<file path="config.mk">
export PLATFORM = sky130hd
export DESIGN_NAME = uart_cmd_rx
export DESIGN_NICKNAME = d
export VERILOG_FILES = /design/src/rtl/ccd_cmd_pkg.sv /design/src/rtl/uart_rx_byte.sv /design/src/rtl/uart_cmd_rx.sv
export SDC_FILE = /design/constraint.sdc
export NUM_CORES = 1
export LEC_CHECK = 0
export ABC_AREA = 0
export CELL_PAD_IN_SITES_DETAIL_PLACEMENT = 0
export CELL_PAD_IN_SITES_GLOBAL_PLACEMENT = 1
export CORE_ASPECT_RATIO = 1.2
export CORE_UTILIZATION = 51
export CTS_CLUSTER_SIZE = 20
export DETAILED_ROUTE_END_ITERATION = 12
export HOLD_SLACK_MARGIN = 0.15
export PLACE_DENSITY = 0.88
export SLEW_MARGIN = 25
export SYNTH_ARGS = -nofsm -noshare
export SYNTH_HDL_FRONTEND = slang
export SYNTH_SLANG_ARGS = --single-unit
export TNS_END_PERCENT = 20
</file>
<file path="constraint.sdc">
create_clock -name sys_clk -period 4.8 [get_ports sys_clk]
set_input_delay 1.44 -clock sys_clk [delete_from_list [all_inputs] [get_ports sys_clk]]
set_output_delay 1.44 -clock sys_clk [all_outputs]
set_load 0.02 [all_outputs]
</file>
<file path="src/rtl/ccd_cmd_pkg.sv">
// Shared types and constants for the UART command receiver of the CCD capture chain.
// Frame FSM / byte-receiver state encodings plus the command-frame byte values.
package ccd_cmd_pkg;

  typedef enum logic [2:0] {
    F_IDLE = 3'd0,
    F_CMD  = 3'd1,
    F_DHI  = 3'd2,
    F_DLO  = 3'd3,
    F_CSUM = 3'd4,
    F_EXEC = 3'd5
  } frame_state_t;

  typedef enum logic [1:0] {
    RX_IDLE  = 2'd0,
    RX_START = 2'd1,
    RX_DATA  = 2'd2,
    RX_STOP  = 2'd3
  } rx_state_t;

  localparam logic [7:0] HDR_BYTE     = 8'hA5;
  localparam logic [7:0] OP_SET_INTEG = 8'h01;
  localparam logic [7:0] OP_START     = 8'h02;
  localparam logic [7:0] OP_STREAM    = 8'h03;

  // Integration time must never drop below one full line readout.
  function automatic logic [15:0] clamp_min(input logic [15:0] value,
                                            input logic [15:0] floor_val);
    return (value < floor_val) ? floor_val : value;
  endfunction

endpackage

</file>
<file path="src/rtl/uart_rx_byte.sv">
// Bit-level 8N1 UART receiver: 2-FF synchroniser, baud counter, start-glitch and stop checks.
// byte_valid / frame_err are one-cycle strobes with no ready: rx_data must be taken in the strobe cycle.
module uart_rx_byte
  import ccd_cmd_pkg::*;
#(
  parameter int CLK_FREQ = 50_000_000,
  parameter int UART_BPS = 115200
) (
  input  logic       clk,
  input  logic       rst_n,
  input  logic       rxd,
  output logic [7:0] rx_data,
  output logic       byte_valid,
  output logic       frame_err
);

  localparam int BPS_CNT  = CLK_FREQ / UART_BPS;
  localparam int HALF_CNT = BPS_CNT / 2;
  localparam int CNT_W    = $clog2(BPS_CNT);
  localparam logic [CNT_W-1:0] BIT_LAST  = CNT_W'(BPS_CNT - 1);
  localparam logic [CNT_W-1:0] HALF_LAST = CNT_W'(HALF_CNT - 1);

  rx_state_t        state, state_next;
  logic [CNT_W-1:0] cnt, cnt_next;
  logic [2:0]       bit_idx, bit_idx_next;
  logic [7:0]       shift, shift_next;
  logic             valid_next, err_next;
  logic             rxd_s1, rxd_s2, rxd_d;
  logic             fall;

  always_ff @(posedge clk or negedge rst_n) begin
    if (!rst_n) begin
      rxd_s1 <= 1'b1;
      rxd_s2 <= 1'b1;
      rxd_d  <= 1'b1;
    end else begin
      rxd_s1 <= rxd;
      rxd_s2 <= rxd_s1;
      rxd_d  <= rxd_s2;
    end
  end

  assign fall    = rxd_d & ~rxd_s2;
  assign rx_data = shift;

  always_ff @(posedge clk or negedge rst_n) begin
    if (!rst_n) begin
      state      <= RX_IDLE;
      cnt        <= '0;
      bit_idx    <= '0;
      shift      <= '0;
      byte_valid <= 1'b0;
      frame_err  <= 1'b0;
    end else begin
      state      <= state_next;
      cnt        <= cnt_next;
      bit_idx    <= bit_idx_next;
      shift      <= shift_next;
      byte_valid <= valid_next;
      frame_err  <= err_next;
    end
  end

  always_comb begin
    state_next   = state;
    cnt_next     = cnt;
    bit_idx_next = bit_idx;
    shift_next   = shift;
    valid_next   = 1'b0;
    err_next     = 1'b0;
    case (state)
      RX_IDLE: begin
        cnt_next = '0;
        if (fall) state_next = RX_START;
      end
      RX_START: begin
        // Half a bit in: a line that is high again was only a glitch.
        if (cnt == HALF_LAST) begin
          cnt_next     = '0;
          bit_idx_next = '0;
          state_next   = rxd_s2 ? RX_IDLE : RX_DATA;
        end else begin
          cnt_next = cnt + CNT_W'(1);
        end
      end
      RX_DATA: begin
        if (cnt == BIT_LAST) begin
          cnt_next   = '0;
          shift_next = {rxd_s2, shift[7:1]};
          if (bit_idx == 3'd7) state_next = RX_STOP;
          else bit_idx_next = bit_idx + 3'd1;
        end else begin
          cnt_next = cnt + CNT_W'(1);
        end
      end
      RX_STOP: begin
        // Re-arm at mid stop bit so a back-to-back start edge is not missed.
        if (cnt == BIT_LAST) begin
          cnt_next   = '0;
          state_next = RX_IDLE;
          valid_next = rxd_s2;
          err_next   = ~rxd_s2;
        end else begin
          cnt_next = cnt + CNT_W'(1);
        end
      end
      default: state_next = RX_IDLE;
    endcase
  end

endmodule

</file>
<file path="src/rtl/uart_cmd_rx.sv">
// Host->board command path: UART byte receiver plus frame FSM driving CCD/uplink controls.
// Define CMD_CHECKSUM_EN for 5-byte frames carrying a trailing (CMD+D_HI+D_LO) mod 256 checksum.
module uart_cmd_rx
  import ccd_cmd_pkg::*;
#(
  parameter int          CLK_FREQ     = 50_000_000,
  parameter int          UART_BPS     = 115200,
  parameter logic [15:0] DEF_INTEG    = 16'd1000,
  parameter logic [15:0] MIN_INTEG    = 16'd130,
  parameter int          TIMEOUT_BITS = 20
) (
  input  logic        sys_clk,
  input  logic        sys_rst_n,
  input  logic        uart_rxd,
  output logic [15:0] integ_time,
  output logic        ccd_start,
  output logic        stream_en,
  output logic        cmd_valid,
  output logic        cmd_err
);

  localparam int BPS_CNT    = CLK_FREQ / UART_BPS;
  localparam int TMO_CYCLES = TIMEOUT_BITS * BPS_CNT;
  localparam int TMO_W      = $clog2(TMO_CYCLES + 1);
  localparam logic [TMO_W-1:0] TMO_LAST = TMO_W'(TMO_CYCLES);

  logic [7:0] rx_data;
  logic       byte_valid, frame_err;

  uart_rx_byte #(
    .CLK_FREQ(CLK_FREQ),
    .UART_BPS(UART_BPS)
  ) u_rx (
    .clk       (sys_clk),
    .rst_n     (sys_rst_n),
    .rxd       (uart_rxd),
    .rx_data   (rx_data),
    .byte_valid(byte_valid),
    .frame_err (frame_err)
  );

  frame_state_t     state, state_next;
  logic [7:0]       op_q, dhi_q;
  logic [TMO_W-1:0] tmo_cnt;
  logic [15:0]      exec_data;
  logic             in_frame, frame_done, csum_ok, abort, op_known, exec_ok;
`ifdef CMD_CHECKSUM_EN
  logic [7:0]       dlo_q, csum_acc;
`endif

  assign in_frame = (state == F_CMD) || (state == F_DHI) ||
                    (state == F_DLO) || (state == F_CSUM);
  assign op_known = (op_q == OP_SET_INTEG) || (op_q == OP_START) || (op_q == OP_STREAM);
  assign exec_ok  = frame_done & csum_ok & op_known;

  always_ff @(posedge sys_clk or negedge sys_rst_n) begin
    if (!sys_rst_n) state <= F_IDLE;
    else            state <= state_next;
  end

  always_comb begin
    state_next = state;
    frame_done = 1'b0;
    csum_ok    = 1'b1;
    abort      = 1'b0;
`ifdef CMD_CHECKSUM_EN
    exec_data  = {dhi_q, dlo_q};
`else
    exec_data  = {dhi_q, rx_data};
`endif
    case (state)
      F_IDLE: begin
        if (byte_valid && (rx_data == HDR_BYTE)) state_next = F_CMD;
      end
      F_EXEC: begin
        state_next = F_IDLE;
        abort      = frame_err;
      end
      default: begin
        // Inside a frame every byte is payload, including 0xA5.
        if (frame_err || (!byte_valid && (tmo_cnt == TMO_LAST))) begin
          abort      = 1'b1;
          state_next = F_IDLE;
        end else if (byte_valid) begin
          case (state)
            F_CMD: state_next = F_DHI;
            F_DHI: state_next = F_DLO;
`ifdef CMD_CHECKSUM_EN
            F_DLO: state_next = F_CSUM;
            F_CSUM: begin
              state_next = F_EXEC;
              frame_done = 1'b1;
              csum_ok    = (rx_data == csum_acc);
            end
`else
            F_DLO: begin
              state_next = F_EXEC;
              frame_done = 1'b1;
            end
`endif
            default: state_next = F_IDLE;
          endcase
        end
      end
    endcase
  end

  always_ff @(posedge sys_clk or negedge sys_rst_n) begin
    if (!sys_rst_n) begin
      op_q     <= '0;
      dhi_q    <= '0;
      tmo_cnt  <= '0;
`ifdef CMD_CHECKSUM_EN
      dlo_q    <= '0;
      csum_acc <= '0;
`endif
    end else begin
      if (byte_valid) begin
        case (state)
          F_CMD: op_q  <= rx_data;
          F_DHI: dhi_q <= rx_data;
`ifdef CMD_CHECKSUM_EN
          F_DLO: dlo_q <= rx_data;
`endif
          default: ;
        endcase
`ifdef CMD_CHECKSUM_EN
        if (state == F_CMD) csum_acc <= rx_data;
        else if ((state == F_DHI) || (state == F_DLO)) csum_acc <= csum_acc + rx_data;
`endif
      end
      // Gap counter restarts on every received byte and saturates at the limit.
      if (!in_frame || byte_valid) tmo_cnt <= '0;
      else if (tmo_cnt != TMO_LAST) tmo_cnt <= tmo_cnt + TMO_W'(1);
    end
  end

  // All effects land in the EXEC cycle, one clock after the last byte_valid.
  always_ff @(posedge sys_clk or negedge sys_rst_n) begin
    if (!sys_rst_n) begin
      integ_time <= DEF_INTEG;
      stream_en  <= 1'b0;
      ccd_start  <= 1'b0;
      cmd_valid  <= 1'b0;
      cmd_err    <= 1'b0;
    end else begin
      cmd_valid <= exec_ok;
      cmd_err   <= abort | (frame_done & ~(csum_ok & op_known));
      ccd_start <= exec_ok & (op_q == OP_START);
      if (exec_ok && (op_q == OP_SET_INTEG)) integ_time <= clamp_min(exec_data, MIN_INTEG);
      if (exec_ok && (op_q == OP_STREAM))    stream_en  <= exec_data[0];
    end
  end

endmodule

</file>
==> results.json <==
{
  "antenna_found_initial": 0,
  "io_buffers": 22,
  "first_pass_iters": 4,
  "antenna_cells": 0,
  "drc_errors": 0,
  "drt_iter0_drc": 123,
  "synth_fp_nets": 317,
  "cp_max_fo": 2,
  "num-nets-final": 338,
  "min_from": "u_rx.rxd_s1",
  "yosysWarningCount": 0,
  "synth.top_cell.area_share": 0.485,
  "rr_worst_depth": 6,
  "holdPathStages": 0,
  "seq_power_share": 0.546,
  "synth_cells": 307,
  "r2r_slack_ns": 2.74,
  "synthXorXnorAreaFrac": 0.0502,
  "r2r-end": "u_rx.state[0]",
  "finalCritPeriodShare": 0.609,
  "synth_simple_gate_area_frac": 0.179,
  "detail-route-antenna-nets": 0,
  "final_hold_viol_count": 0,
  "synth.area.top_cells": "dfrtp_1 48%, mux2_2 9.2%, dfstp_2 6.5%, xor2_1 3.8%, nor2_1 3.7%",
  "cts_setup_buffers": 0,
  "cts_root_buffer": "clkbuf_8",
  "start_util": 0.531,
  "switchingPower_mw": 0.267,
  "clockPowerShare": 0.433,
  "min_period_ns": 2.92,
  "syn_area_per_cell_sq_um": 11.9,
  "clk_latency_ns": 0.35,
  "tritoncts": "done",
  "endpoint_kind": "output port",
  "cts_buffers": 9,
  "setup_viol": 0,
  "holdBufCountCts": 0,
  "ys_types": 49,
  "crit_family": "buffers and inverters",
  "nFillCells": 571,
  "drv_cap": 0,
  "arrival_ns": 1.48,
  "std_cell_rows": 33,
  "routedWlPerCell_microns": 14.8,
  "pre_cts_slack_ns": 2.24,
  "worst_slack_ns": 1.88,
  "grt_pass1_vias": 2258,
  "p_int_mw": 0.982,
  "clk_pin_slew_ns": 0.09,
  "dieArea_sq_um": 7530,
  "die_x_microns": 79.4,
  "vdd_drop_max_uv": 254,
  "synth_compound_area_frac": 0.0468,
  "relSlewSlack": 0.524,
  "power_frac_comb": 0.021,
  "synth_edf_count": 0,
  "ioPinCount": 23,
  "die_h_microns": 94.9,
  "worstMarginPinSlew_ns": 0.715,
  "cpPeakStageDelay_ns": 0.59,
  "vias": 2281,
  "drive_above_1_share": 0.219,
  "synthAdderAreaFrac": 0.0239,
  "required_ns": 3.36,
  "synthMuxAreaShare": 0.118,
  "area_delta_synth_final_pct": 13.2,
  "dp_hpwl_microns": 4140,
  "grt_max_degree": 81,
  "synth_top_cell_by_area": "dfrtp_1",
  "drv_slew": 0,
  "htreeDepth": 3,
  "status": "completed",
  "rsz0062_at_grt": "false",
  "cp_num_buf_inv": 1,
  "ys_seq_elements": 80,
  "p_leak_nw": 1.89,
  "grt_pass1_wl_microns": 10500,
  "cts_resized": 0,
  "clk_path_buf_depth": 2,
  "crit_path_cell_trace": "clkdlybuf4s50_1",
  "p_total_mw": 1.25,
  "synth-seq-area-share": 0.549,
  "start_kind": "flop",
  "synth_ff_type": "dfrtp_1",
  "grt_usage": 0.183,
  "wl_microns": 6230,
  "powerDensity_nw_per_um2": 301,
  "setup_tns_ns": 0,
  "fp.coreArea_sq_um": 6900,
  "grt-ovfl-total": 0,
  "synth.cell_area_sq_um": 3660,
  "fin_skew_ns": 0.0142,
  "worstSetupPathType": "reg2out",
  "switching_share": 0.214,
  "hold_end": "u_rx.rxd_s2",
  "cts_sinks": 80,
  "r2r-start": "u_rx.cnt[0]",
  "critPathSlowestCell": "clkdlybuf4s50_1",
  "clock.fmax_ghz": 0.342,
  "finalWeightedCongestion": 0.808,
  "min_path_type": "reg2reg",
  "vias_per_cell": 5.43,
  "synth_top_family_by_area": "simple AND/OR/NAND/NOR gates",
  "ys_async_sr_fraction": 1.00
}
## worst register-to-register path: stages (launching register included)
cell,delay (ns)
dfrtp_1,0.42
inv_1,0.07
ha_1,0.13
nor4bb_1,0.35
nand3_1,0.14
a22oi_2,0.44
mux2_2,0.39
## power groups by stage
stage / Clock, mW / Sequential [mW] / Combinational (mW)
global route: 0.585 / 0.683 / 0.0306
floorplan: 0 / 0.695 / 0.00982
global placement: 0 / 0.695 / 0.0265
CTS: 0.556 / 0.682 / 0.0269
detailed placement: 0 / 0.695 / 0.0269
finish: 0.541 / 0.682 / 0.0257
## per-layer routing
metal,GRT usage,wire (microns),up-vias
met2,0.313,3210,23
met1,0.224,2790,1132
li1,-,-,1118
met3,0.0444,147,8
met5,0,0,-
met4,0.0667,83,0
## cells in the final DEF (no fill, tap or decap), drive strengths merged, types with 9 or more instances in the layout
master,Yosys,final
clkbuf,7,10
clkdlybuf4s50,0,21
dfrtp,71,71
dfstp,9,9
inv,11,13
mux2,35,35
nand2,14,14
nand4,9,9
nor2,36,36
xor2,16,16
## sequential cells by signal, summed over array words and instances (netlist names), 3 cells and up, named ones only
signal        cells
integ_time       16
tmo_cnt          14
u_rx.cnt          9
dhi_q             8
op_q              8
u_rx.rx_data      8
state             3
u_rx.bit_idx      3
## final cells by class
class / instances / area [sq um] / share of cell area
sequential: 80 / 2010 / 0.485
timing repair buffer: 24 / 236 / 0.0570
tap: 87 / 109 / 0.0262
clock buffer: 10 / 128 / 0.0308
multi-input combinational: 202 / 1530 / 0.369
inverter: 11 / 41.3 / 0.00995
clock inverter: 6 / 92.6 / 0.0223
## Yosys cell counts, drive strengths merged (5+ instances only)
master  instances
nand3           7
ha              7
dfrtp          71
dfstp           9
xor2           16
inv            11
nand4           9
nor2b           6
buf             7
and4            5
nand2          14
clkbuf          7
nor2           36
xnor2           5
mux2           35
o22ai           6
a21oi           7
## through the flow
step / std cells / instance area (sq um) / utilization / hold WS [ns]
6_report: 420 / 4150 / 0.602 / 0.359
4_1_cts: 420 / 4150 / 0.601 / 0.360
3_5_place_dp: 404 / 3930 / 0.569 / 0.349
5_1_grt: 420 / 4150 / 0.602 / 0.363
3_3_place_gp: 404 / 3930 / 0.569 / 0.347
2_1_floorplan: 307 / 3660 / - / 0.345
## logic make-up after synthesis
group / after synthesis
AND/OR/NAND/NOR: 112
buffers and inverters: 25
adder cells (fa/ha/maj): 7
multiplexers: 37
XOR/XNOR: 21
flip-flops: 80
AO/OA/AOI/OAI: 25
## how the worst max path moves through the flow
stage | from | to | cells past startpoint
floorplan | integ_time[7] | integ_time[7] | 0
global placement | integ_time[3] | integ_time[3] | 1
detailed placement | integ_time[5] | integ_time[5] | 1
CTS | integ_time[5] | integ_time[5] | 1
global route | integ_time[9] | integ_time[9] | 1
finish | integ_time[5] | integ_time[5] | 1
No activity file was read; power rests on OpenSTA's default activity.
